### config.mk
export PLATFORM = sky130hd
export DESIGN_NAME = uart_tx_fifo
export DESIGN_NICKNAME = d
export VERILOG_FILES = /design/src/rtl/uart_pkg.sv /design/src/rtl/uart_fifo_mem.sv /design/src/rtl/uart_tx_fifo.sv
export SDC_FILE = /design/constraint.sdc
export NUM_CORES = 1
export LEC_CHECK = 0
export BUFFER_PORTS_ARGS = -buffer_cell sky130_fd_sc_hd__buf_2
export CAP_MARGIN = 25
export CORE_MARGIN = 1
export CORE_UTILIZATION = 55
export CTS_CLUSTER_SIZE = 25
export DETAILED_ROUTE_END_ITERATION = 16
export PLACE_DENSITY = 0.76
export SYNTH_ARGS = -nofsm -noshare
export SYNTH_HDL_FRONTEND = slang
export SYNTH_HIERARCHICAL = 1
export SYNTH_SLANG_ARGS = --single-unit
export TNS_END_PERCENT = 5
### constraint.sdc
create_clock -name clk -period 2.4 [get_ports clk]
set_input_delay 0.48 -clock clk [delete_from_list [all_inputs] [get_ports clk]]
set_output_delay 0.48 -clock clk [all_outputs]
set_load 0.01 [all_outputs]
### src/rtl/uart_pkg.sv
// ============================================================================
// uart_pkg : shared UART defaults used by the transmit/receive datapath blocks
// Revision : 1.0
// ============================================================================
`default_nettype none

package uart_pkg;

  localparam int UART_DATA_WIDTH = 8;
  localparam int UART_BAUD_RATE  = 115200;
  localparam int UART_CLK_FREQ   = 100_000_000;
  localparam int UART_FIFO_DEPTH = 16;

endpackage

`default_nettype wire

### src/rtl/uart_fifo_mem.sv
// ============================================================================
// uart_fifo_mem : register array, one write port, one asynchronous read port
// Revision      : 1.0
// ============================================================================
`default_nettype none

module uart_fifo_mem #(
  parameter int DATA_WIDTH = 8,
  parameter int DEPTH      = 16
) (
  input  logic                     clk,
  input  logic                     wr_en,
  input  logic [$clog2(DEPTH)-1:0] wr_addr,
  input  logic [DATA_WIDTH-1:0]    wr_data,
  input  logic [$clog2(DEPTH)-1:0] rd_addr,
  output logic [DATA_WIDTH-1:0]    rd_data
);

  // Storage is deliberately left without reset so it maps onto plain flops/LUTRAM.
  logic [DATA_WIDTH-1:0] mem [DEPTH];

  always_ff @(posedge clk) begin
    if (wr_en) begin
      mem[wr_addr] <= wr_data;
    end
  end

  assign rd_data = mem[rd_addr];

endmodule

`default_nettype wire

### src/rtl/uart_tx_fifo.sv
// ============================================================================
// uart_tx_fifo : first-word-fall-through elastic buffer ahead of the UART TX
// Revision     : 1.0
// ============================================================================
`default_nettype none

module uart_tx_fifo
  import uart_pkg::*;
#(
  parameter int DATA_WIDTH = UART_DATA_WIDTH,
  parameter int DEPTH      = UART_FIFO_DEPTH
) (
  input  logic                   clk,
  input  logic                   rstn,
  input  logic                   clear,
  input  logic [DATA_WIDTH-1:0]  in_data,
  input  logic                   in_valid,
  output logic                   in_ready,
  output logic [DATA_WIDTH-1:0]  out_data,
  output logic                   out_valid,
  input  logic                   out_ready,
  output logic [$clog2(DEPTH):0] count,
  output logic                   full,
  output logic                   empty
);

  localparam int             AW         = $clog2(DEPTH);
  localparam int             CW         = AW + 1;
  localparam logic [CW-1:0]  FULL_COUNT = CW'(DEPTH);

  logic [AW-1:0]         wr_ptr;
  logic [AW-1:0]         rd_ptr;
  logic [DATA_WIDTH-1:0] rd_word;
  logic                  push;
  logic                  pop;

  // Handshakes depend only on registered occupancy, so a pop never frees a
  // slot for a push in the same cycle.
  assign full      = (count == FULL_COUNT);
  assign empty     = (count == '0);
  assign in_ready  = !full;
  assign out_valid = !empty;
  assign push      = in_valid && in_ready && !clear;
  assign pop       = out_valid && out_ready && !clear;

  always_ff @(posedge clk or negedge rstn) begin
    if (!rstn) begin
      wr_ptr <= '0;
      rd_ptr <= '0;
      count  <= '0;
    end else if (clear) begin
      wr_ptr <= '0;
      rd_ptr <= '0;
      count  <= '0;
    end else begin
      if (push) begin
        wr_ptr <= wr_ptr + 1'b1;
      end
      if (pop) begin
        rd_ptr <= rd_ptr + 1'b1;
      end
      case ({push, pop})
        2'b10:   count <= count + 1'b1;
        2'b01:   count <= count - 1'b1;
        default: count <= count;
      endcase
    end
  end

  uart_fifo_mem #(
    .DATA_WIDTH (DATA_WIDTH),
    .DEPTH      (DEPTH)
  ) u_mem (
    .clk     (clk),
    .wr_en   (push),
    .wr_addr (wr_ptr),
    .wr_data (in_data),
    .rd_addr (rd_ptr),
    .rd_data (rd_word)
  );

  // Storage is unreset, so mask the read port while nothing valid is held.
  assign out_data = empty ? '0 : rd_word;

  a_count_range : assert property (@(posedge clk) disable iff (!rstn) count <= FULL_COUNT);

endmodule

`default_nettype wire

### Word level (Yosys, flattened, before mapping)

Memory sizes are Yosys's and may differ from the RTL's.
Cells that the tools add are included.

* memory bits (writable): 128
* bits in read-only memories: 0
* word-level logic and storage cells: 31
* bits in latches: 0
* output and inout port bits: 17
* register bits after elaboration: 13
* memories kept: 1

* eq/ne operators: 3
* multiply operators: 0
* reduce and logical (&&, ||, !) cells: 11
* multiplexer cells: 9
* $add $sub $neg: 4
* div/mod/pow operators: 0
* bitwise logic cells: 0
* magnitude comparators: 0
* shifts and indexed selects: 0

Memory list
* u_mem.mem: depth 16, width 8, read ports 1, clocked after memory_dff 0, write ports 1, RTL line uart_fifo_mem.sv:20 `logic [DATA_WIDTH-1:0] mem [DEPTH];`

Operators by type and width (count)
* 4-bit 2-to-1 mux: 4
* 5-bit case mux with 2 select lines: 1
* 4-bit by 1-bit adder with 4-bit output, second input constant: 2
* 8-bit 2-to-1 mux: 1
* 5-bit by 1-bit adder with 5-bit output, second input constant: 1
* 5-bit == test, second input constant: 1
* 5-bit logical NOT: 1
* 5-bit 2-to-1 mux: 1
* 5-bit by 1-bit subtractor with 5-bit output, second input constant: 1
* 1-bit logical AND: 4
* 2-bit nonzero test: 2
* 1-bit logical NOT: 3
* 3-bit nonzero test: 1
* 2-bit by 1-bit == test with 1-bit output, second input constant: 1
* 2-bit == test, second input constant: 1
* 1-bit 2-to-1 mux: 2

### Depth between registers and ports, before layout

* depth in word-level cells: 7
* depth in mapped cells: 10
* gate-level depth less buffers: 10

### Modules after synthesis

The synthesis kept the hierarchy.

By module, submodules not included
* uart_fifo_mem: cells an instance 221, area each 4987.3 µm², seq. area each 3843.7 µm², times used 1
* uart_tx_fifo: cells an instance 97, area each 884.6 µm², seq. area each 325.3 µm², times used 1

### Worst setup path after synthesis

No wires, ideal clock.

* kind: register -> register
* start: register count[1]
* end: register count[4]
* clock period less this slack: 2.624 ns
* cell stages (with the launch flop): 11
* data arrival time: 2.547 ns
* slack: -0.224 ns
* data required time: 2.323 ns
* buffers on the path: 0
* library setup time: 0.077 ns
* path through: dfrtp_1 > or4_4 > o21a_4 > nand2_1 > inv_1 > ha_1 > nand2b_1 > a21oi_1 > or4_1 > a21o_1 > a21oi_1

* cells in the longest elaborated chain, start to end: 7

RTL lines
* start, declared: RTL line uart_tx_fifo.sv:22 `output logic [$clog2(DEPTH):0] count,`
* start signal, assigned: RTL line uart_tx_fifo.sv:63 `2'b10: count <= count + 1'b1;`
* start signal, assigned: RTL line uart_tx_fifo.sv:64 `2'b01: count <= count - 1'b1;`
* start signal, assigned: RTL line uart_tx_fifo.sv:65 `default: count <= count;`
* 5-bit == test / 5-bit logical NOT (equally long branches): RTL line uart_tx_fifo.sv:39, uart_tx_fifo.sv:40
* 1-bit logical NOT, on equally long branches: RTL line uart_tx_fifo.sv:41, uart_tx_fifo.sv:42
* 1-bit logical AND, on equally long branches (2 in series): RTL line uart_tx_fifo.sv:43, uart_tx_fifo.sv:44
* 2-bit by 1-bit == test with 1-bit output / 2-bit == test (equally long branches): RTL line uart_tx_fifo.sv:62 `case ({push, pop})`
* 5-bit case mux with 2 select lines: RTL line uart_tx_fifo.sv:62
* 5-bit 2-to-1 mux: RTL line uart_tx_fifo.sv:51 `end else if (clear) begin`

Several ways; a longest one is shown, not always the timed one.
A chain may end at the register's enable or synchronous reset.

### Worst setup path after layout

* start: register rd_ptr[0]
* end: output port out_data[1]

* cells in the longest elaborated chain, start to end: 2

RTL lines
* start, declared: RTL line uart_tx_fifo.sv:32 `logic [AW-1:0] rd_ptr;`
* start signal, assigned: RTL line uart_tx_fifo.sv:60 `rd_ptr <= rd_ptr + 1'b1;`
* memory read 16 x 8 bit
* via rd_word[1]: RTL line uart_tx_fifo.sv:33 `logic [DATA_WIDTH-1:0] rd_word;`
* 8-bit 2-to-1 mux: RTL line uart_tx_fifo.sv:83 `assign out_data = empty ? '0 : rd_word;`
* end, declared: RTL line uart_tx_fifo.sv:19 `output logic [DATA_WIDTH-1:0] out_data,`

The timed path passes the listed nets, and every way through them passes these cells.

==> results by group <==
GRT
  • Largest net degree at the start of global routing: 32
  • Initial antenna violation count: 0
  • Grt ovf: 0
  • First-pass GRT wire length: 19100 µm
  • GR Util All Layers: 0.249
  • Vias in the first global route: 3345

Yosys
  • Synth async-reset ratio: 0.0922
  • Post-synth top flop: edfxtp_1
  • Average cell area after synthesis: 18.5 µm²
  • Cell variety after synth: 39
  • Syn Nets: 337
  • Post-Syn Area: 5870 µm²
  • Synth top area cells: edfxtp_1, mux4_2, mux4_1, dfrtp_1, a22oi_1
  • Cell taking the most area after synthesis: edfxtp_1
  • Sequential area share after synthesis: 0.710
  • Post-synth top cells: edfxtp_1, nor2_1, nand2_1
  • Share of the synthesized area in the top cell type: 0.655
  • Count leader, synth: edfxtp_1
  • Ys Warns: 6
  • Synth Register Bits: 141
  • Post-synth EDFFs: 128
  • Synthesized instance count: 318

Worst setup path
  • Crit path capture: out_data[1]
  • CP startpoint: rd_ptr[0]
  • FF-to-FF Start: count[1]
  • Signal arrival time at the worst endpoint: 2340 ps
  • Worst EP required: 1920 ps
  • Reg2reg end: count[4]
  • Crit end category: primary output
  • Crit Path Class: reg -> out
  • Reg2Reg Setup Slack: -140 ps
  • Worst setup SP type: flop
  • R2R cell count: 9
  • Worst Path Max Fanout: 12

Power and ir drop
  • Overall Power: 7.14 mW
  • Max VDD drop: 0.652 mV
  • Leak: 2.44 nW
  • P per Cell Area: 1010 nW/µm²

Placement
  • Port Buf Inserts: 29
  • Placer Congestion: 0.775
  • Estimated wirelength of the detail-placed design: 7350 µm
  • Placed cell areas: 6330 µm²

Timing
  • Final worst slack: -420 ps
  • RSZ-0062 raised after global routing: true
  • Max Fclk: 355 MHz
  • Worst Skew: 8.09 ps
  • Worst Tran Pin Value: 931 ps
  • Slew margin rel.: 0.377
  • Hold Vio Cnt, Final: 0
  • Final setup vio count: 11
  • Period utilization: 1.17
  • Slew Limit Fails: 0
  • Tmin final: 2820 ps

Routing
  • Routed wire per std cell: 23.3 µm
  • 1st-iter DRT viols: 197
  • Post-route DRC violation count: 0
  • First-pass detailed-route iteration total: 5
  • Vias/cell: 6.08
  • Vias: 3253
  • Post-Route WL: 12500 µm
  • Post-route ant nets: 0

Layout
  • Layout cells sized above 1: 0.371
  • Nets: 405
  • Post-route cell area: 7090 µm²
  • Area Growth Syn to Fin: 20.8%
  • Final core utilization: 0.687
  • Antenna diodes: 0

Die
  • Row count: 37
  • DIE WIDTH: 105 µm
  • IO Count: 30
  • Core area: 10300 µm²
  • Die area: 11100 µm²
  • Starting density of the core: 0.569
  • Die height: 105 µm

Clock tree
  • TritonCTS clock tree: done
  • Clk slew on worst S/H paths: 60 ps
  • Worst-Skew Late Latency: 530 ps
  • Max H-tree Level: 4
  • Clock tree buffer depth: 2
  • TritonCTS Sinks: 141
  • Num CTS Buffers: 17
  • Clock Tree Root: clkbuf_8

Job
  • Max-Cap Viols: 0

Outcome
  • Status: complete, but fails checks
  • Failing checks: setup timing

Worst hold path
  • Worst hold path class: in -> reg
## registers in the layout, summed over array words and instances (netlist names)
| name | flops |
|---|---|
| u_mem/mem | 128 |
| rd_ptr | 4 |
| count | 5 |
| wr_ptr | 4 |
## per-stage QoR
stage	std cells	TNS [ps]	setup slack [ps]	hold WS, ps
4_1_cts	535	-3500	-442	177
3_5_place_dp	498	-331	-252	384
5_1_grt	535	-4560	-489	203
2_1_floorplan	318	-519	-208	184
6_report	535	-3260	-420	208
3_3_place_gp	498	-155	-143	380
## worst max-delay path, stage by stage (launching register included)
cell and delay, ps:
dfrtp_2 450, buf_12 190, mux4_1 550, a22oi_1 280, nand2_1 80, and2_1 130, buf_2 130
## metal layers
metal	routed length, µm	track usage	up-vias
met1	5070	0.317	1690
met2	6280	0.396	131
met5	0	0	-
met4	388	0.137	0
met3	721	0.0618	24
li1	-	-	1408
## cells by family after synthesis
logic type	after synthesis	synth area share
DFF	141	0.710
buffers and inverters	19	0.0226
and+or+nand+nor	77	0.0644
muxes	35	0.137
AOI/OAI and AO/OA	33	0.0418
xor gates and xnor gates	7	0.0104
adders and majority gates	6	0.0141
## cell usage in the layout (no fill, tap or decap), types with 5 or more instances in the layout
master | Yosys | final
edfxtp_1 | 128 | 128
buf_2 | 3 | 27
buf_4 | 1 | 25
mux4_2 | 18 | 24
nor2_1 | 23 | 19
nand2_1 | 19 | 18
clkbuf_16 | 0 | 16
dfrtp_1 | 13 | 11
a22oi_2 | 0 | 11
and2_1 | 9 | 9
a21oi_1 | 10 | 8
mux4_1 | 14 | 8
nand3_1 | 6 | 6
clkinvlp_4 | 0 | 5
a22oi_1 | 16 | 5
## area by class of cell
type	count	area (µm²)
flip-flops and latches	141	4170
fillers	671	3230
multi-input cells	158	1670
repair buffers	62	493
clock buffers	18	418
well taps	136	170
clock inverters	14	148
inverters	6	22.5
## timing repair
item,in CTS,in global routing
buffers inserted,2,0
endpoints found under the setup margin,14,38
gates resized for setup,25,11
cloned,2,0
endpoints found under the hold margin,13,0
hold buffers,1,0
pin swaps,4,5
## power by group
part           switching [mW]  internal, mW
Combinational           0.899         0.978
Clock                   0.977          1.47
Sequential             0.0620          2.75
## worst min-delay path by stage
stage          start  depth (start not counted)   endpoint  slack (ps)
2_1_floorplan   rstn                          0   count[0]         180
3_3_place_gp    rstn                          1  wr_ptr[1]         380
3_5_place_dp    rstn                          1  wr_ptr[0]         380
4_1_cts        clear                          2  wr_ptr[1]         180
5_1_grt        clear                          2  wr_ptr[3]         200
6_report       clear                          2  wr_ptr[1]         210
No activity file was read; power rests on OpenSTA's default activity.
